`config.mk`:
```
export PLATFORM = sky130hd
export DESIGN_NAME = iter_mult32
export DESIGN_NICKNAME = d
export VERILOG_FILES = /design/src/rtl/iter_mult32.sv
export SDC_FILE = /design/constraint.sdc
export NUM_CORES = 1
export LEC_CHECK = 0
export CORE_ASPECT_RATIO = 1.75
export CORE_MARGIN = 2
export CORE_UTILIZATION = 60
export CTS_CLUSTER_DIAMETER = 100
export DETAILED_ROUTE_END_ITERATION = 8
export PLACE_DENSITY_LB_ADDON = 0.15
export SLEW_MARGIN = 20
export SYNTH_ARGS = -nofsm -noshare
export SYNTH_HDL_FRONTEND = slang
export SYNTH_SLANG_ARGS = --single-unit
```
`constraint.sdc`:
```
create_clock -name clk -period 17.5 [get_ports clk]
set_input_delay 3.5 -clock clk [delete_from_list [all_inputs] [get_ports clk]]
set_output_delay 3.5 -clock clk [all_outputs]
set_load 0.03 [all_outputs]
```
`src/rtl/iter_mult32.sv`:
```
// rtl/iter_mult32.sv - 32x32 -> 64 unsigned shift-add multiplier, one bit per cycle (IDLE/RUN/DONE).
// Define MULT_OVF_EN to add the ovf output (product[63:32] nonzero), registered with product.
module iter_mult32 (
  input  logic        clk,
  input  logic        clr,
  input  logic        start,
  input  logic [31:0] a,
  input  logic [31:0] b,
  output logic        busy,
  output logic        done,
  output logic [63:0] product
`ifdef MULT_OVF_EN
  ,
  output logic        ovf
`endif
);

  localparam logic [1:0] S_IDLE = 2'd0;
  localparam logic [1:0] S_RUN  = 2'd1;
  localparam logic [1:0] S_DONE = 2'd2;

  logic [1:0]  state;
  logic [4:0]  count;
  logic [31:0] mcand;
  logic [31:0] mplier;
  logic [63:0] acc;
  logic [32:0] sum;
  logic [63:0] acc_next;

  // Add into the upper half; the carry becomes the new MSB as the accumulator shifts right.
  always_comb begin
    sum      = {1'b0, acc[63:32]} + (mplier[0] ? {1'b0, mcand} : 33'd0);
    acc_next = {sum, acc[31:1]};
  end

  always_ff @(posedge clk or posedge clr) begin
    if (clr) begin
      state   <= S_IDLE;
      count   <= 5'd0;
      mcand   <= 32'd0;
      mplier  <= 32'd0;
      acc     <= 64'd0;
      product <= 64'd0;
`ifdef MULT_OVF_EN
      ovf     <= 1'b0;
`endif
    end else begin
      case (state)
        S_IDLE: begin
          if (start) begin
            mcand  <= a;
            mplier <= b;
            acc    <= 64'd0;
            count  <= 5'd0;
            state  <= S_RUN;
          end
        end
        S_RUN: begin
          acc    <= acc_next;
          mplier <= mplier >> 1;
          count  <= count + 5'd1;
          if (count == 5'd31) begin
            state   <= S_DONE;
            product <= acc_next;
`ifdef MULT_OVF_EN
            ovf     <= |acc_next[63:32];
`endif
          end
        end
        S_DONE:  state <= S_IDLE;
        default: state <= S_IDLE;
      endcase
    end
  end

  assign busy = (state != S_IDLE);
  assign done = (state == S_DONE);

endmodule

```
==> results.md, run 1 <==
- Die Width: 100 µm
- Worst path max stage delay: 0.59 ns
- Worst setup EP type: primary output
- Final setup vio count: 0
- Synth cell types: 61
- GRT Total Usage: 27.8%
- Unrepaired setup endpoints after global routing: false
- Register area share after synthesis: 51.2%
- Commonest cells in the netlist: nand2_1, dfrtp_1, nor2_1
- Antenna violations before repair: 0
- Yosys top cell area share: 51.2%
- First-pass GRT wire length: 38100 µm
- Fmax: 189 MHz
- Worst clock skew: 0.0106 ns
- Max clock buf depth: 2
- Seq cells post-synth: 198
- Syn Area/Cell: 8.74 µm²
- Syn_nets: 1208
- Ant diodes: 0
- Clk pin slew, worst setup/hold paths: 0.07 ns
- Num rows: 61
- DR top layer: met4
- Max FO, Critical Path: 4
- Post-synth ARST share: 100%
- Worst slew margin: 30.1%
- Crit path launch type: flip-flop
- Routed length on met2: 12600 µm
- Maximum vdd drop: 0.000103 V
- Chip height: 172 µm
- WS Path Type: reg -> out
- Crit path cell chain: nor2_1, inv_1, clkdlybuf4s50_1
- Root Buffer Master: clkbuf_16
- Final ANT Viol Nets: 0
- First drt pass iteration count: 5
- Largest net degree at the start of global routing: 122
- CP Data Required Time: 14.00 ns
- Synthesized cell area: 9670 µm²
- Hold buffers post-CTS: 0
- Leak Pwr: 0.00535 µW
- Initial core utilization: 61.2%
- Worst path slowest cell: clkdlybuf4s50_1
- RD Place Congestion: 0.942
- Die ar.: 17200 µm²
- CP top delay family: buffers and inverters
- Routed met1 length: 8810 µm
- WP data arrival: 1.80 ns
- Cell area power density: 214 nW/µm²
- Layout Utilization: 73.6%
- Synth area leaders: dfrtp_1, nand2_1, ha_1
- Top-count cell post-synth: nand2_1
- DRC errors left: 0
- Worst Tran Pin Value: 1.05 ns
- Routed length per instance: 16.3 µm
- Dominant cell type by area after synthesis: dfrtp_1
- Fin. max-slew vios: 0
- Final Hold Vio Count: 0
- CTS tree: built
- Vias in the first global route: 8077
- Nets: 1297
- Avg Vias per Cell: 5.70
- Fin crit period: 5.30 ns
- Cells after synthesis: 1106
- Post-synth EDFFs: 0
- Final wirelength: 22800 µm
- Filler instances: 1189
- Worst Path Buf+Inv: 2
- Post-CTS setup repair buffer count: 0
- Clk_lat worst skew: 0.44 ns
- Post-cts sizing count: 0
- GRT overflow: 0
- Hold Path Class: reg -> reg
- CTS H-tree depth: 4
- # clock sinks: 198
- Fin crit share: 30.3%
- I/O pins: 133
- Area grow syn2layout: 20.2%
- CTS Buf Count: 17
- Synth warnings: 0
- Status: complete, no violations
- Initial DRC count: 350
- HPWL after detailed placement: 15100 µm
- Core Area: 15800 µm²
- Port buffer count: 132
- Fin Setup TNS: 0 ns
- WL met3: 817 µm
- Share of cells above drive strength 1: 5.05%
- Via count: 7961
- Synth Flop Type: dfrtp_1
- Max-capacitance violation count: 0
## layout make-up
cell class / instances / area, µm² / area share (%)
sequential: 198 / 4950 / 42.6
multi-input combinational: 830 / 4440 / 38.2
timing repair buffer: 137 / 1360 / 11.7
clock buffer: 21 / 470 / 4.05
tap: 189 / 236 / 2.03
clock inverter: 11 / 114 / 0.980
inverter: 11 / 48.8 / 0.420
## flip-flops by register name (all words and copies together) (netlist names)
| signal | count |
|---|---|
| acc | 63 |
| state | 2 |
| count | 5 |
| product | 64 |
| mcand | 32 |
| mplier | 32 |
## metal layers
layer  up-vias  GRT usage (%)
met2       165           51.3
met5         -              0
met4         0           10.4
li1       3888              -
met1      3864           31.9
met3        44           5.01
## cell usage in the layout (no fill, tap or decap), types with 9 or more instances in the layout
cell type,count
a31oi_1,9
a21oi_1,28
dfrtp_1,198
nand3_1,27
o22ai_1,32
xnor2_1,14
o21ai_0,72
nor2_1,89
a21o_1,15
clkbuf_16,17
o21ai_1,40
ha_1,34
clkdlybuf4s50_1,132
and2_1,33
inv_1,9
nand2_1,335
xor2_1,13
## tightest hold or removal path: cells and delay by family, from the launching register on
kind	cells	cell delay, ns
DFF	1	0.33
and+or+nand+nor	2	0.11
## report_power, final
part / internal, µW / switching [µW]
clock: 211 / 180
combinational: 494 / 788
sequential: 682 / 132
total: 1390 / 1100
## per-stage QoR
step	instance area [µm²]	hold slack (ns)	power, µW	setup WS, ns	std cells
2_1_floorplan	9670	0.438	1710	8.60	1106
3_3_place_gp	11000	0.451	2060	11.82	1365
3_5_place_dp	11000	0.454	2100	11.81	1365
4_1_cts	11600	0.471	2500	12.18	1397
5_1_grt	11600	0.503	2670	12.00	1397
6_report	11600	0.468	2490	12.20	1397
## kinds of logic (layout without fill, tap and decap cells)
logic type,after synthesis,in the layout,share of synthesized area [%]
and+or+nand+nor,528,528,23.0
AOI/OAI and AO/OA,236,236,15.2
DFF,198,198,51.2
buffers and inverters,78,180,3.16
adders and majority gates,35,35,4.61
xor gates and xnor gates,27,27,2.45
muxes,4,4,0.414
## final timing paths
check	startpoint	end	slack [ns]	cells past startpoint
max	state[0]	busy	12.20	3
max reg2reg	state[0]	product[58]	14.00	7
min in group asynchronous	clr	mplier[31]	3.62	2
min reg2reg	mcand[24]	mcand[24]	0.47	2
max in group asynchronous	clr	product[58]	12.35	3
min	mcand[24]	mcand[24]	0.47	2
(Power assumes the default switching activity.)
==> run 2: changes to the inputs <==
Settings changed: CORE_UTILIZATION 60 to 55.
Clock period 17.5 ns to 4.9 ns, I/O delays scaled along.
==> run 2 against run 1 <==
Effect of this change:
- cell count up 3.4%
- register-to-register slack worse by 13 ns
- highest routed layer unchanged
- largest power group unchanged
- wire length up 0.70%
- clock skew increased by 0.0020 ns
- utilization decreased by 6.3 points
- critical endpoint is now product[59]
- sequential cell count is the same
==> results.md, run 2 (synthesis results as in run 1) <==
- CP Data Required Time: 5.21 ns (-8.79 ns)
- Hold buffers post-CTS: 0 (unchanged)
- Biggest register: product
- Top flop regs: product (64), acc (63)
- Placed Area: 11100 µm² (+0.87%)
- Max clock buf depth: 2 (unchanged)
- Fin Setup TNS: 0 ns (unchanged)
- Routed length per instance: 15.9 µm (-2.6%)
- Fin crit share: 70.4%
- Area grow syn2layout: 20.8%
- Fin. max-slew vios: 0 (unchanged)
- Fin crit period: 3.45 ns
- Share of cells above drive strength 1: 5.36% (+0.31 points)
- I/O pins: 133 (unchanged)
- Most common cell after layout, fill and taps aside: nand2_1
- Design area: 11700 µm² (+0.55%)
- Port buffer count: 132 (unchanged)
- Largest register FFs: 64 (unchanged)
- Root Buffer Master: clkbuf_16
- Worst clock skew: 0.0125 ns (+0.00196 ns)
- Status: complete, no violations
- Initial core utilization: 55.7% (-5.6 points)
- Hold EP: mcand[26]
- Worst Tran Pin Value: 0.862 ns (-0.187 ns)
- Die Width: 104 µm (+4.3%)
- CTS H-tree depth: 4 (unchanged)
- Final Hold Vio Count: 0 (unchanged)
- Most frequent cells in the layout: nand2_1, dfrtp_1, clkdlybuf4s50_1
- Hold Path Class: reg -> reg
- WS Path Type: reg -> reg
- Final wirelength: 23000 µm (+0.70%)
- First-pass GRT wire length: 39200 µm (+2.9%)
- Cell area power density: 756 nW/µm² (+250%)
- GRT overflow: 0 (unchanged)
- Maximum vdd drop: 0.000414 V (+300%)
- Largest net degree at the start of global routing: 108 (-11%)
- Worst slew margin: 42.5% (+12 points)
- First drt pass iteration count: 5 (unchanged)
- Chip height: 179 µm (+4.3%)
- Register area: 4950 µm² (unchanged)
- Max FO, Critical Path: 33 (+29)
- Leak Pwr: 0.00535 µW (about the same)
- RD Place Congestion: 0.924 (-2.0%)
- Initial DRC count: 329 (-6.0%)
- Post-CTS setup repair buffer count: 0 (unchanged)
- HP Start: mcand[26]
- Nets: 1302 (+0.39%)
- Flop pwr share: 33.3% (+0.6 points)
- Combinational share of power: 51.7% (+0.2 points)
- Clock share of power: 15.1% (-0.6 points)
- Final ANT Viol Nets: 0 (unchanged)
- Clk pin slew, worst setup/hold paths: 0.08 ns (about the same)
- # clock sinks: 198 (unchanged)
- Ant diodes: 0 (unchanged)
- R2R Setup Slk: 1.45 ns (-12.55 ns)
- Filler instances: 1456 (+22%)
- Unrepaired setup endpoints after global routing: false
- Avg Vias per Cell: 5.53 (-3.0%)
- Vias in the first global route: 8158 (+1.0%)
- FF-to-FF Start: mplier[0]
- P_sw: 3960 µW (+260%)
- Worst hold path cell count: 2 (unchanged)
- Num rows: 64 (+4.9%)
- Multi-input gate area: 4440 µm² (about the same)
- Core Area: 17400 µm² (+10%)
- Crit path launch type: flip-flop
- Antenna violations before repair: 0 (unchanged)
- CTS Buf Count: 17 (unchanged)
- R2R Path End: product[59]
- GRT Total Usage: 26.0% (-1.8 points)
- Worst setup EP type: flip-flop
- Max-capacitance violation count: 0 (unchanged)
- HPWL after detailed placement: 15900 µm (+5.9%)
- CTS tree: built
- WP data arrival: 3.76 ns (+1.96 ns)
- Final setup vio count: 0 (unchanged)
- Clk_lat worst skew: 0.45 ns (about the same)
- Via count: 7982 (+0.26%)
- Die ar.: 18700 µm² (+8.8%)
- Post-cts sizing count: 0 (unchanged)
- Switching share of total power: 44.9% (+0.61 points)
- Cell internal pwr: 4870 µW (+250%)
- Reg2reg path depth: 11 (+4)
- Fmax: 290 MHz
- DRC errors left: 0 (unchanged)
==> run 2: worst max-delay path by stage <==
stage / from / end / slack, ns / depth (start not counted)
after global placement: mplier[0] / acc[55] / 1.59 / 11
after detailed placement: mplier[0] / acc[59] / 1.46 / 11
after CTS: mplier[0] / product[59] / 1.43 / 11
after floorplan: clr / acc[10] / 1.36 / 1
final: mplier[0] / product[59] / 1.45 / 11
after global routing: mplier[0] / acc[55] / 1.17 / 11
==> run 2: area by class of cell <==
| type | count | share of cell area, % |
|---|---|---|
| flip-flops and latches | 198 | 42.4 |
| multi-input cells | 830 | 38.0 |
| repair buffers | 142 | 12.1 |
| clock buffers | 18 | 3.67 |
| well taps | 231 | 2.47 |
| clock inverters | 14 | 1.05 |
| inverters | 11 | 0.385 |
==> run 2: critical path, stage by stage, from the launching register on <==
cell and delay (ns):
dfrtp_1 0.90, and2_1 0.24, ha_1 0.16, inv_1 0.05
fa_1 0.39, nand2b_1 0.19, a21oi_2 0.18, o21ai_1 0.15
o41a_1 0.49, o41ai_2 0.29, xnor2_1 0.18, o21ai_1 0.08
==> run 2: layer usage <==
metal / up-vias / GRT usage (%) / routed length [µm]
li1: 3900 / - / -
met4: 0 / 10.8 / 737
met1: 3860 / 29.7 / 8950
met2: 171 / 46.9 / 12500
met3: 51 / 5.29 / 809
met5: - / 0 / 0
==> run 2: power groups by stage <==
| stage | sequential (µW) | combinational (µW) | clock [µW] |
|---|---|---|---|
| 3_5_place_dp | 2970 | 4550 | 0 |
| 4_1_cts | 2940 | 4580 | 1350 |
| 2_1_floorplan | 3300 | 2810 | 0 |
| 3_3_place_gp | 2940 | 4450 | 0 |
| 5_1_grt | 3040 | 5050 | 1420 |
| 6_report | 2940 | 4560 | 1330 |
==> run 2: metrics by stage <==
| step | std cells | util (%) | hold slack (ns) | setup WS, ns | power [µW] |
|---|---|---|---|---|---|
| floorplan | 1106 | - | 0.438 | 1.36 | 6120 |
| global placement | 1412 | 64.1 | 0.455 | 1.59 | 7390 |
| detailed placement | 1412 | 64.1 | 0.454 | 1.46 | 7520 |
| CTS | 1444 | 67.3 | 0.476 | 1.43 | 8880 |
| global route | 1444 | 67.3 | 0.502 | 1.17 | 9510 |
| finish | 1444 | 67.3 | 0.473 | 1.45 | 8830 |
